==> src/rtl/counter_pkg.sv <==
// Shared types and constants for the counter front-end and its button
// conditioning logic.
package counter_pkg;

  typedef enum logic [1:0] {
    IDLE,
    PRESS_WAIT,
    PRESSED,
    RELEASE_WAIT
  } btn_state_t;

  localparam int unsigned COUNT_W = 4;

  localparam logic DIR_UP   = 1'b1;
  localparam logic DIR_DOWN = 1'b0;

endpackage

==> src/rtl/btn_debounce.sv <==
// One push button: 2-flop synchroniser, debounce FSM and optional hold-to-repeat
// timer. press_c/repeat_c are single-cycle events aligned to the FSM update.
module btn_debounce
  import counter_pkg::*;
#(
  parameter int unsigned DEBOUNCE_CYCLES = 500000,
  parameter int unsigned REPEAT_DELAY    = 25000000,
  parameter int unsigned REPEAT_PERIOD   = 5000000
) (
  input  logic clk,
  input  logic reset_n,
  input  logic btn,
  output logic press_c,
  output logic repeat_c,
  output logic level
);

  localparam int unsigned DB_W   = $clog2(DEBOUNCE_CYCLES);
  localparam int unsigned HOLD_W = (REPEAT_DELAY > 0) ? $clog2(REPEAT_DELAY + 1) : 1;
  localparam int unsigned PER_W  = (REPEAT_PERIOD > 1) ? $clog2(REPEAT_PERIOD) : 1;

  localparam logic [DB_W-1:0]   DB_LAST   = DB_W'(DEBOUNCE_CYCLES - 1);
  localparam logic [HOLD_W-1:0] HOLD_MAX  = HOLD_W'(REPEAT_DELAY);
  localparam logic [PER_W-1:0]  PER_LAST  = PER_W'(REPEAT_PERIOD - 1);
  localparam bit                REPEAT_EN = (REPEAT_DELAY != 0);

  logic              sync_q1, sync_q2;
  btn_state_t        state_q, state_d;
  logic [DB_W-1:0]   cnt_q, cnt_d;
  logic [HOLD_W-1:0] hold_q;
  logic [PER_W-1:0]  per_q;
  logic              release_c;
  logic              active;

  always_ff @(posedge clk or negedge reset_n) begin
    if (!reset_n) begin
      sync_q1 <= 1'b0;
      sync_q2 <= 1'b0;
    end else begin
      sync_q1 <= btn;
      sync_q2 <= sync_q1;
    end
  end

  always_ff @(posedge clk or negedge reset_n) begin
    if (!reset_n) begin
      state_q <= IDLE;
      cnt_q   <= '0;
    end else begin
      state_q <= state_d;
      cnt_q   <= cnt_d;
    end
  end

  // Press and release both need the new level held for DB_LAST+2 synced samples.
  always_comb begin
    state_d   = state_q;
    cnt_d     = cnt_q;
    press_c   = 1'b0;
    release_c = 1'b0;
    unique case (state_q)
      IDLE: begin
        if (sync_q2) begin
          state_d = PRESS_WAIT;
          cnt_d   = '0;
        end
      end
      PRESS_WAIT: begin
        if (!sync_q2) begin
          state_d = IDLE;
        end else if (cnt_q == DB_LAST) begin
          state_d = PRESSED;
          press_c = 1'b1;
        end else begin
          cnt_d = cnt_q + DB_W'(1);
        end
      end
      PRESSED: begin
        if (!sync_q2) begin
          state_d = RELEASE_WAIT;
          cnt_d   = '0;
        end
      end
      RELEASE_WAIT: begin
        if (sync_q2) begin
          state_d = PRESSED;
        end else if (cnt_q == DB_LAST) begin
          state_d   = IDLE;
          release_c = 1'b1;
        end else begin
          cnt_d = cnt_q + DB_W'(1);
        end
      end
      default: state_d = IDLE;
    endcase
  end

  assign active = (state_q == PRESSED) || (state_q == RELEASE_WAIT);
  assign level  = active;

  // hold_q saturates at the initial delay; per_q then paces the repeats.
  always_ff @(posedge clk or negedge reset_n) begin
    if (!reset_n) begin
      hold_q <= '0;
      per_q  <= '0;
    end else if (press_c) begin
      hold_q <= HOLD_W'(1);
      per_q  <= '0;
    end else if (!active || release_c) begin
      hold_q <= '0;
      per_q  <= '0;
    end else if (hold_q != HOLD_MAX) begin
      hold_q <= hold_q + HOLD_W'(1);
    end else begin
      per_q <= (per_q == PER_LAST) ? '0 : per_q + PER_W'(1);
    end
  end

  assign repeat_c = REPEAT_EN && active && !release_c &&
                    (hold_q == HOLD_MAX) && (per_q == '0);

endmodule

==> src/rtl/counter_cmd_decoder.sv <==
// Turns raw up/down/load buttons and load switches into single-cycle command
// pulses for the 4-bit up/down counter.
module counter_cmd_decoder
  import counter_pkg::*;
#(
  parameter int unsigned DEBOUNCE_CYCLES = 500000,
  parameter int unsigned REPEAT_DELAY    = 25000000,
  parameter int unsigned REPEAT_PERIOD   = 5000000
) (
  input  logic               clk,
  input  logic               reset_n,
  input  logic               btn_up,
  input  logic               btn_down,
  input  logic               btn_load,
  input  logic [COUNT_W-1:0] sw,
  output logic               enable,
  output logic               up_down,
  output logic               set,
  output logic [COUNT_W-1:0] set_value
);

  logic               up_press_c, up_rpt_c, up_level;
  logic               dn_press_c, dn_rpt_c, dn_level;
  logic               ld_press_c, ld_rpt_c, ld_level;
  logic               up_ev_c, dn_ev_c, ld_ev_c;
  logic [COUNT_W-1:0] sw_q1, sw_q2;
  logic               unused_levels;

  btn_debounce #(
    .DEBOUNCE_CYCLES(DEBOUNCE_CYCLES),
    .REPEAT_DELAY   (REPEAT_DELAY),
    .REPEAT_PERIOD  (REPEAT_PERIOD)
  ) u_up (
    .clk     (clk),
    .reset_n (reset_n),
    .btn     (btn_up),
    .press_c (up_press_c),
    .repeat_c(up_rpt_c),
    .level   (up_level)
  );

  btn_debounce #(
    .DEBOUNCE_CYCLES(DEBOUNCE_CYCLES),
    .REPEAT_DELAY   (REPEAT_DELAY),
    .REPEAT_PERIOD  (REPEAT_PERIOD)
  ) u_down (
    .clk     (clk),
    .reset_n (reset_n),
    .btn     (btn_down),
    .press_c (dn_press_c),
    .repeat_c(dn_rpt_c),
    .level   (dn_level)
  );

  // Load never auto-repeats.
  btn_debounce #(
    .DEBOUNCE_CYCLES(DEBOUNCE_CYCLES),
    .REPEAT_DELAY   (0),
    .REPEAT_PERIOD  (1)
  ) u_load (
    .clk     (clk),
    .reset_n (reset_n),
    .btn     (btn_load),
    .press_c (ld_press_c),
    .repeat_c(ld_rpt_c),
    .level   (ld_level)
  );

  assign unused_levels = ^{up_level, dn_level, ld_level, ld_rpt_c};

  always_ff @(posedge clk or negedge reset_n) begin
    if (!reset_n) begin
      sw_q1 <= '0;
      sw_q2 <= '0;
    end else begin
      sw_q1 <= sw;
      sw_q2 <= sw_q1;
    end
  end

  assign up_ev_c = up_press_c | up_rpt_c;
  assign dn_ev_c = dn_press_c | dn_rpt_c;
  assign ld_ev_c = ld_press_c;

  // Load wins; simultaneous up and down cancel each other.
  always_ff @(posedge clk or negedge reset_n) begin
    if (!reset_n) begin
      enable    <= 1'b0;
      set       <= 1'b0;
      up_down   <= DIR_UP;
      set_value <= '0;
    end else begin
      set    <= ld_ev_c;
      enable <= !ld_ev_c && (up_ev_c ^ dn_ev_c);
      if (ld_ev_c) begin
        set_value <= sw_q2;
      end else if (up_ev_c && !dn_ev_c) begin
        up_down <= DIR_UP;
      end else if (dn_ev_c && !up_ev_c) begin
        up_down <= DIR_DOWN;
      end
    end
  end

endmodule

==> config.mk <==
export PLATFORM = sky130hd
export DESIGN_NAME = counter_cmd_decoder
export DESIGN_NICKNAME = d
export VERILOG_FILES = /design/src/rtl/counter_pkg.sv /design/src/rtl/btn_debounce.sv /design/src/rtl/counter_cmd_decoder.sv
export SDC_FILE = /design/constraint.sdc
export NUM_CORES = 1
export LEC_CHECK = 0
export BUFFER_PORTS_ARGS = -buffer_cell sky130_fd_sc_hd__buf_2
export CORE_ASPECT_RATIO = 1.4
export CORE_MARGIN = 2
export CORE_UTILIZATION = 30
export DETAILED_ROUTE_END_ITERATION = 8
export PLACE_DENSITY = 0.55
export SLEW_MARGIN = 20
export SYNTH_ARGS = -nofsm -noshare
export SYNTH_HDL_FRONTEND = slang
export SYNTH_SLANG_ARGS = --single-unit
==> constraint.sdc <==
create_clock -name clk -period 2.8 [get_ports clk]
set_input_delay 0.14 -clock clk [delete_from_list [all_inputs] [get_ports clk]]
set_output_delay 0.14 -clock clk [all_outputs]
set_load 0.01 [all_outputs]
Word-level counts from Yosys, hierarchy flattened
Cells that the tools add are included.
- add/sub/neg operators: 7
- equality and inequality tests: 38
- mux-type cells: 68
- bitwise operators: 4
- reduce and logical (&&, ||, !) cells: 35
- operator list (cell ; number):
    2-to-1 mux 19 bit ; 15
    one-hot mux 19 bit (4 select lines) ; 3
    2-to-1 mux 23 bit ; 8
    2-to-1 mux 25 bit ; 6
    adder 19 x 1 -> 19 bit, second input constant ; 3
    equality test 19 bit, second input constant ; 3
    adder 25 x 1 -> 25 bit, second input constant ; 2
    equality test 25 bit, second input constant ; 2
    inequality test 25 bit, second input constant ; 2
    adder 23 x 1 -> 23 bit, second input constant ; 2
    equality test 23 bit, second input constant ; 2
    zero test 23 bit ; 2
    2-to-1 mux 2 bit ; 18
    one-hot mux 2 bit (4 select lines) ; 3
    AND reduction 4 bit ; 6
    2-to-1 mux 1 bit ; 15
    equality test 2 bit, second input constant ; 6
    inequality test 2 x 1 -> 1 bit, second input constant ; 6
    inequality test 2 bit, second input constant ; 6
    logical AND 1 bit ; 9
    inequality test 3 x 1 -> 1 bit, second input constant ; 3
    inequality test 3 bit, second input constant ; 3
    zero test 1 bit ; 7
    equality test 2 x 1 -> 1 bit, second input constant ; 3
    other kinds (9) ; 17
- bits in registers: 180
- input port bits: 9
- output and inout bits: 7
- logic and storage cells: 174

Depth between registers and ports, before layout
Gate-level depths: netlist (run 1).
- depth in word-level cells: 13
- gate-level depth with buffers: 11
- depth with buffers taken out: 10

By module
A second synthesis (run 1) with hierarchy kept.
- cells, all modules: 1062
- area total of the unflattened synthesis: 9859.5 um^2
- modules (own cells, without submodules) (module ; times used ; cells each ; area an instance (um^2) ; sequential area each (um^2)):
    btn_debounce (u_down) ; 1 ; 461 ; 4115.2 ; 1776.7
    btn_debounce (u_up) ; 1 ; 440 ; 3981.3 ; 1776.7
    btn_debounce (u_load) ; 1 ; 137 ; 1297.5 ; 575.6
    counter_cmd_decoder ; 1 ; 24 ; 465.4 ; 376.6

Least setup slack after synthesis (run 1)
No wires, ideal clock.
- path kind: reg-to-reg
- from: register u_down.cnt_q[5]
- to: register up_down
- setup time: 0.082 ns
- arrival time: 2.852 ns
- required time: 2.718 ns
- path slack: -0.134 ns
- cell stages (with the launch flop): 10
- buffers on the path: 1
- clock period less this slack: 2.934 ns
- cells stage by stage: dfrtp_1 or4b_1 or4_1 buf_2 nor2_1 mux2_2 nand2_1 ha_1 nor2_1 mux2_2
- longest elaborated chain between the ends: 13
- elaborated cells on any way between the ends: 17
- those cells by class: 1 x eq/ne; 6 x mux; 1 x bitwise; 9 x reduce/logical
- RTL lines (what ; RTL line ; source):
    start, declared ; btn_debounce.sv:29 ; logic [DB_W-1:0] cnt_q, cnt_d;
    start signal, assigned ; btn_debounce.sv:51 ; cnt_q <= cnt_d;
    equality test 19 bit * ; btn_debounce.sv:71, btn_debounce.sv:87 ;
    2-to-1 mux 1 bit * ; btn_debounce.sv:71, btn_debounce.sv:87 ;
    2-to-1 mux 1 bit ; btn_debounce.sv:85 ; if (sync_q2) begin
    2-to-1 mux 1 bit ; btn_debounce.sv:61 ; unique case (state_q)
    zero test 1 bit ; btn_debounce.sv:119 ; assign repeat_c = REPEAT_EN && active && !release_c &&
    logical AND 1 bit (2 in series) ; btn_debounce.sv:119 ;
    logical AND 1 bit ; btn_debounce.sv:120 ; (hold_q == HOLD_MAX) && (per_q == '0);
    bitwise OR 1 bit * ; counter_cmd_decoder.sv:82 ; assign dn_ev_c = dn_press_c | dn_rpt_c;
    zero test 1 bit ; counter_cmd_decoder.sv:97 ; end else if (up_ev_c && !dn_ev_c) begin
    logical AND 1 bit ; counter_cmd_decoder.sv:97 ;
    nonzero test 2 bit (no line) ; n/a ;
    AND reduction 2 bit (no line) ; n/a ;
    end signal, assigned ; counter_cmd_decoder.sv:90 ; up_down <= DIR_UP;
    end signal, assigned ; counter_cmd_decoder.sv:98 ; up_down <= DIR_UP;
    end signal, assigned ; counter_cmd_decoder.sv:100 ; up_down <= DIR_DOWN;
    end, declared ; counter_cmd_decoder.sv:17 ; output logic up_down,
Every way passes the cells marked *; elsewhere a longest branch is shown, timed or not.
A chain may end at the register's enable or synchronous reset.

Worst setup path in the final report (run 1)
Same ends and word-level chain as after synthesis.

==> impl_results.md, run 1 <==
* Outcome: complete, no violations
* Async SR Flop Fraction at 100%
* Fillers at between 3000 and 4000
* Non-Filler Instances at 1474
* VDD IR max at 0.384 mV
* Clock Tree Root: clkbuf_16
* Layout Skew at 7.92 ps
* Final hold viol count at 0
* Core footprint at 0.0314 mm²
* CP Class: reg -> reg
* CTS tree: yes
* Top cells by area, synth: dfrtp_1 47%, nor2_1 4.7%, xor2_1 4.1%
* Combinational power share at 3.0%
* F_max at 367 MHz
* Clock sink count at 180
* Internal power at 3.97 mW
* DRC violations left at 0
* Largest area contributor in the netlist: dfrtp_1
* Clock network latency to the later pin of the worst-skew pair at 450 ps
* # IOs at 16
* Largest net degree at the start of global routing at between 70 and 80
* All-layer global routing usage at 14.0%
* Hold Crit Class: in -> async
* Data arrival time of the worst path at 3110 ps
* GP Congestion at between 0.8 and 0.9
* Ys flop type: dfrtp_1
* Die Wd at roughly 150 µm
* RR Startpoint: u_down.cnt_q[5]
* Headroom to the max-slew limit at 46.7%
* Seq/Total Area, Yosys at 47.4%
* Reg2reg setup slack at 70 ps
* Req. time, crit path at ~3200 ps
* Leading cell types in the layout, fill and taps excluded: 179 x dfrtp_1, 115 x nor2_1, 79 x nand2_1, 77 x nand3_1, 52 x a21oi_1
* Commonest non-fill, non-tap cell in the layout: dfrtp_1
* Max Root-Sink Buffers at 2
* Total CTS buffers at 17
* Syn nets at 1032
* Netlist cell types at 63
* NetSw at about 1.3 mW
* Syn avg cell area at between 9 and 10 µm²
* Post-DP HPWL at 15.5 mm
* Remaining antenna violation count after routing at 0
* CP Capture Type: register
* Wire per inst at around 15 µm
* Synth warn at 0
* Clock Power Share at between 40% and 50%
* Die Span Y at 215 µm
* Setup crit start kind: register
* Grt total ovfl at 0
* Row count at between 70 and 80
* Sw Share at 24.1%
* Worst-path fanout max at 3
* Routed via count at 7759
* Maxcap violations at 0
* Pwr dens at between 400 and 500 mW/mm²
* First-pass GRT wire length at 38.3 mm
* Placed cells at 1434
* Worst-margin pin slew at approximately 790 ps
* Antenna Cells at 0
* Worst Setup EP: up_down
* EDFF count, synth at 0
* Sequential group share of total power at 51.1%
* Post-Syn Area at 0.00951 mm²
* Clock transition at path regs at 70 ps
* Worst hold margin at 280 ps
* Flops & latches, synth at 180
* R2r worst-path depth at 8
* Slew Viols, Final at 0
* Via density per instance at 5.26
* H-tree levels at 4
* Reg2reg end: up_down
* Final Critical Period at between 2000 and 3000 ps
* Area Growth Syn to Fin at 16.4%
* Initial antenna violation count at 0
* DRT Pass-1 Iters at 5
* IO buf count at 15
* Routed WL at approximately 22 mm
* Cells after Synth at 1011
* Die area at 0.0332 mm²
* Final Cycle Share at slightly below 100%
* Layout cells sized above 1 at 12.2%
* Final setup TNS at 0 ps
* # setup viols final at 0
* Setup bufs post-CTS at 0
* Leakage power total at 4.27 nW
* Critical Path Start: u_down.cnt_q[5]
* # nets final at between 1000 and 1500
* DRT iter0 DRCs at 434
* RSZ-0062 raised after global routing: no
* Yosys top cell area share at 47.1%
* Vias in the first global route at 7817
* Initial core utilization at between 30% and 40%
per-layer routing:
metal	vias up	share of wire, %	GRT usage, %
li1	3801	-	-
met1	3829	44	16.7
met2	101	52	24.8
met3	28	2.4	2.75
met4	0	1.9	5.25
met5	-	0	0
logic make-up after synthesis:
kind of cell	share of synthesized area (%)
compound gates	10.7
xor+xnor	7.83
fa+ha+maj	1.58
buf+inv	2.75
flops	47.4
mux	1.74
simple gates	28.1
registers in the layout (all words and copies together) (netlist names), 4 cells and up, named ones only:
| register | flops |
|---|---|
| u_down.hold_q | 25 |
| u_up.per_q | 23 |
| sw_q1 | 4 |
| u_load.cnt_q | 19 |
| u_up.cnt_q | 19 |
| set_value | 4 |
| u_down.cnt_q | 19 |
| u_down.per_q | 23 |
| sw_q2 | 4 |
| u_up.hold_q | 25 |
power groups by stage:
stage | combinational (mW) | sequential [mW] | clock, mW
4_1_cts | 0.165 | 2.67 | 2.49
5_1_grt | 0.180 | 2.68 | 2.60
3_5_place_dp | 0.157 | 2.72 | 0
3_3_place_gp | 0.152 | 2.72 | 0
6_report | 0.156 | 2.67 | 2.40
2_1_floorplan | 0.0702 | 2.71 | 0
synth_stat cells (all sizes together), types with 16 or more instances:
library cell  number
nand2             81
xor2              45
o21ai             39
xnor2             40
a21oi             52
dfrtp            179
nor3              37
nor2             118
nor4              21
and3              17
or3               16
or4               33
inv               28
nand4             41
clkbuf            26
nand3             77
metrics by stage:
step / util, % / total power [mW] / area (µm²) / setup slack (ps)
after floorplan: - / 2.78 / 9530 / 21.8
after global placement: 33.0 / 2.87 / 10400 / 54.2
after detailed placement: 33.0 / 2.88 / 10400 / 36.2
after CTS: 35.2 / 5.33 / 11000 / 17.4
after global routing: 35.2 / 5.45 / 11100 / 3.28
final: 35.2 / 5.23 / 11100 / 72.0
worst max-delay path, stage by stage (launching register included):
cell and delay, ps:
dfrtp_1 380, or4b_4 550, or4_4 570, nor2_4 120
mux2_4 340, nand2_2 90, ha_4 200, nor2_4 110
mux2_4 300
worst min-delay path by stage:
stage / startpoint / end / slack (ps) / cells after the start
4_1_cts: reset_n / u_down.cnt_q[16] / 290 / 2
2_1_floorplan: reset_n / asynchronous set/reset pin / -160 / 0
6_report: reset_n / u_down.cnt_q[14] / 280 / 2
3_3_place_gp: reset_n / u_down.hold_q[17] / 230 / 1
3_5_place_dp: reset_n / u_down.hold_q[18] / 240 / 1
5_1_grt: btn_down / u_down.sync_q1 / 310 / 2
timing repair:
item / CTS / global route
setup endpoints to repair: 0 / 1
hold buffers: 8 / 0
endpoints found under the hold margin: 81 / 0
gates resized for setup: 0 / 6
layout make-up:
class,instances,area [µm²],share of cell area [%]
inverters,28,105,0.949
flip-flops and latches,180,4510,40.7
clock inverters,14,144,1.30
clock buffers,18,439,3.97
repair buffers,74,584,5.28
multi-input cells,765,4800,43.3
well taps,395,494,4.46
Power figures use the tool's default switching activity.
==> inputs of run 2 (changes only) <==
--- a/config.mk
+++ b/config.mk
@@ -11,6 +11,7 @@
 export CORE_UTILIZATION = 30
 export DETAILED_ROUTE_END_ITERATION = 8
 export PLACE_DENSITY = 0.55
+export RECOVER_POWER = 50
 export SLEW_MARGIN = 20
 export SYNTH_ARGS = -nofsm -noshare
 export SYNTH_HDL_FRONTEND = slang
==> run 2 against run 1 <==
Net effect: the run now ends with max-capacitance violations, max-slew violations left; first-iteration DRC count is the same; flip-flop and latch count did not move; via count barely moved; register-to-register slack barely moved; sequential share of layout area increased by 0.074 points; wire length is essentially flat; clock power barely moved; critical path type unchanged; maximum frequency barely moved; global-route usage unchanged; sequential power barely moved; design area decreased by 0.18%; combinational power barely moved.
==> impl_results.md, run 2 (synthesis results as in run 1) <==
* CP Class: reg -> reg
* Maxcap violations at 1
* Cell family with most CP delay: simple AND/OR/NAND/NOR gates
* Commonest non-fill, non-tap cell in the layout: dfrtp_1
* Worst hold margin at 329 ps
* Sequential group share of total power at 51.2%
* Clock transition at path regs at 70 ps
* Finished Cell Area at 0.0111 mm²
* Core footprint at approximately 0.031 mm²
* CTS tree: yes
* DRT iter0 DRCs at 434
* CP Capture Type: register
* Layout Skew at 7.92 ps
* Final hold viol count at 0
* RSZ-0062 raised after global routing: no
* # nets final at 1087
* Remaining antenna violation count after routing at 0
* Combinational power share at 2.9%
* VDD IR max at 0.384 mV
* Worst-margin pin slew at slightly below 2000 ps
* GP Congestion at around 0.81
* Total CTS buffers at 17
* Data arrival time of the worst path at 3110 ps
* Final Critical Period at 2730 ps
* # IOs at 16
* Regs by FF count: u_down.hold_q (25), u_up.hold_q (25)
* Leading cell types in the layout, fill and taps excluded: 179 x dfrtp_1, 115 x nor2_1, 79 x nand2_1, 77 x nand3_1, 52 x a21oi_1
* Slew Viols, Final at slightly below 80
* H-tree levels at 4
* IO buf count at 15
* Wire per inst at 15.0 µm
* Slowest Stage Delay on Critical Path at 570 ps
* Die Wd at 154 µm
* Reg2reg setup slack at 70 ps
* Reg2reg end: up_down
* Max Root-Sink Buffers at 2
* Pwr dens at 473 mW/mm²
* Initial core utilization at a little under a third
* CP bufs+invs at 0
* Final setup TNS at 0 ps
* Worst path slowest cell: or4_4
* Area Growth Syn to Fin at 16.2%
* Internal power at 3.97 mW
* Initial antenna violation count at 0
* Hold Path End: u_down.sync_q1
* Die Span Y at 215 µm
* Die area at ~0.033 mm²
* Via density per instance at 5.27
* Antenna Cells at 0
* RR Startpoint: u_down.cnt_q[5]
* Post-DP HPWL at 15.5 mm
* NetSw at 1.26 mW
* Setup crit start kind: register
* Req. time, crit path at 3180 ps
* Clock sink count at 180
* Cell depth of the worst min-delay path at 2
* Headroom to the max-slew limit at -32.4%
* R2r worst-path depth at 8
* DRT Pass-1 Iters at 5
* Vias in the first global route at 7817
* CP Cell Sequence: or4b_4, or4_4, nor2_4, mux2_4, nand2_2, ha_4, nor2_4, mux2_4
* Leakage power total at 4.24 nW
* # setup viols final at 0
* Grt total ovfl at 0
* Hold Crit Class: in -> reg
* Worst-path fanout max at 3
* First-pass GRT wire length at approximately 38 mm
* Core Util, Final at 35.2%
* HP Start: btn_down
* Critical Path Start: u_down.cnt_q[5]
* DRC violations left at 0
* Outcome: finished with violations
* Routed via count at 7761
* Layout cells sized above 1 at 11.6%
* Final Cycle Share at 97.4%
* Clock Tree Root: clkbuf_16
* Routed WL at 22.1 mm
* Row count at 77
* All-layer global routing usage at 14.0%
* Largest net degree at the start of global routing at 78
* Clock Power Share at 45.9%
* Violated checks: max-capacitance violations, max-slew violations
* F_max at approximately 370 MHz
* Clock network latency to the later pin of the worst-skew pair at roughly 450 ps
* Placed inst area at 0.0104 mm²
* Sw Share at 24.1%
==> run 2: changes by cell type in the layout (fill, tap and decap cells not counted) <==
cell      previous run  this run
clkbuf_4             0         1
buf_4               48        46
buf_2               14         8
clkbuf_2             0         1
clkbuf_1             0         7
clkbuf_8             2         1
==> run 2: power by group through the flow <==
| stage | combinational [mW] | sequential (mW) | clock, mW |
|---|---|---|---|
| after floorplan | 0.0702 | 2.71 | 0 |
| after global placement | 0.152 | 2.72 | 0 |
| after detailed placement | 0.157 | 2.72 | 0 |
| after CTS | 0.165 | 2.67 | 2.49 |
| after global routing | 0.178 | 2.68 | 2.60 |
| final | 0.154 | 2.67 | 2.40 |
==> run 2: through the flow <==
stage / setup slack, ps / instances / total power [mW]
after global routing: 3.28 / 1474 / 5.45
after floorplan: 21.8 / 1011 / 2.78
final: 72.0 / 1474 / 5.23
after CTS: 17.4 / 1474 / 5.33
after global placement: 54.2 / 1434 / 2.87
after detailed placement: 36.2 / 1434 / 2.88
==> run 2: worst register-to-register path, stage by stage (launching register included) <==
cell and delay, ps:
dfrtp_1 380, or4b_4 550, or4_4 570, nor2_4 130, mux2_4 340, nand2_2 90, ha_4 200, nor2_4 110
mux2_4 300
==> run 2: worst max path at each step <==
stage,slack [ps],cells after the start,endpoint
finish,70,8,up_down
global route,3,8,up_down
CTS,20,8,up_down
detailed placement,40,8,up_down
global placement,50,8,up_down
floorplan,20,9,up_down
==> run 2: timing repair <==
| action | in CTS | in global routing |
|---|---|---|
| setup endpoints to repair | 0 | 1 |
| setup buffers | 0 | 0 |
| hold buffers | 8 | 0 |
| endpoints found under the hold margin | 81 | 0 |
| gates resized for setup | 0 | 6 |
==> run 2: final cells by class <==
| type | instances | area (µm²) |
|---|---|---|
| fillers | 3207 | 20400 |
| multi-input cells | 765 | 4800 |
| flip-flops and latches | 180 | 4510 |
| repair buffers | 74 | 564 |
| clock inverters | 14 | 144 |
| well taps | 395 | 494 |
| inverters | 28 | 105 |
| clock buffers | 18 | 439 |
==> run 2: layer usage <==
layer	track usage [%]	vias to the layer above	part of all wire, %
li1	-	3801	-
met1	16.7	3831	44
met2	24.8	101	52
met3	2.75	28	2.4
met4	5.25	0	1.9
met5	0	-	0
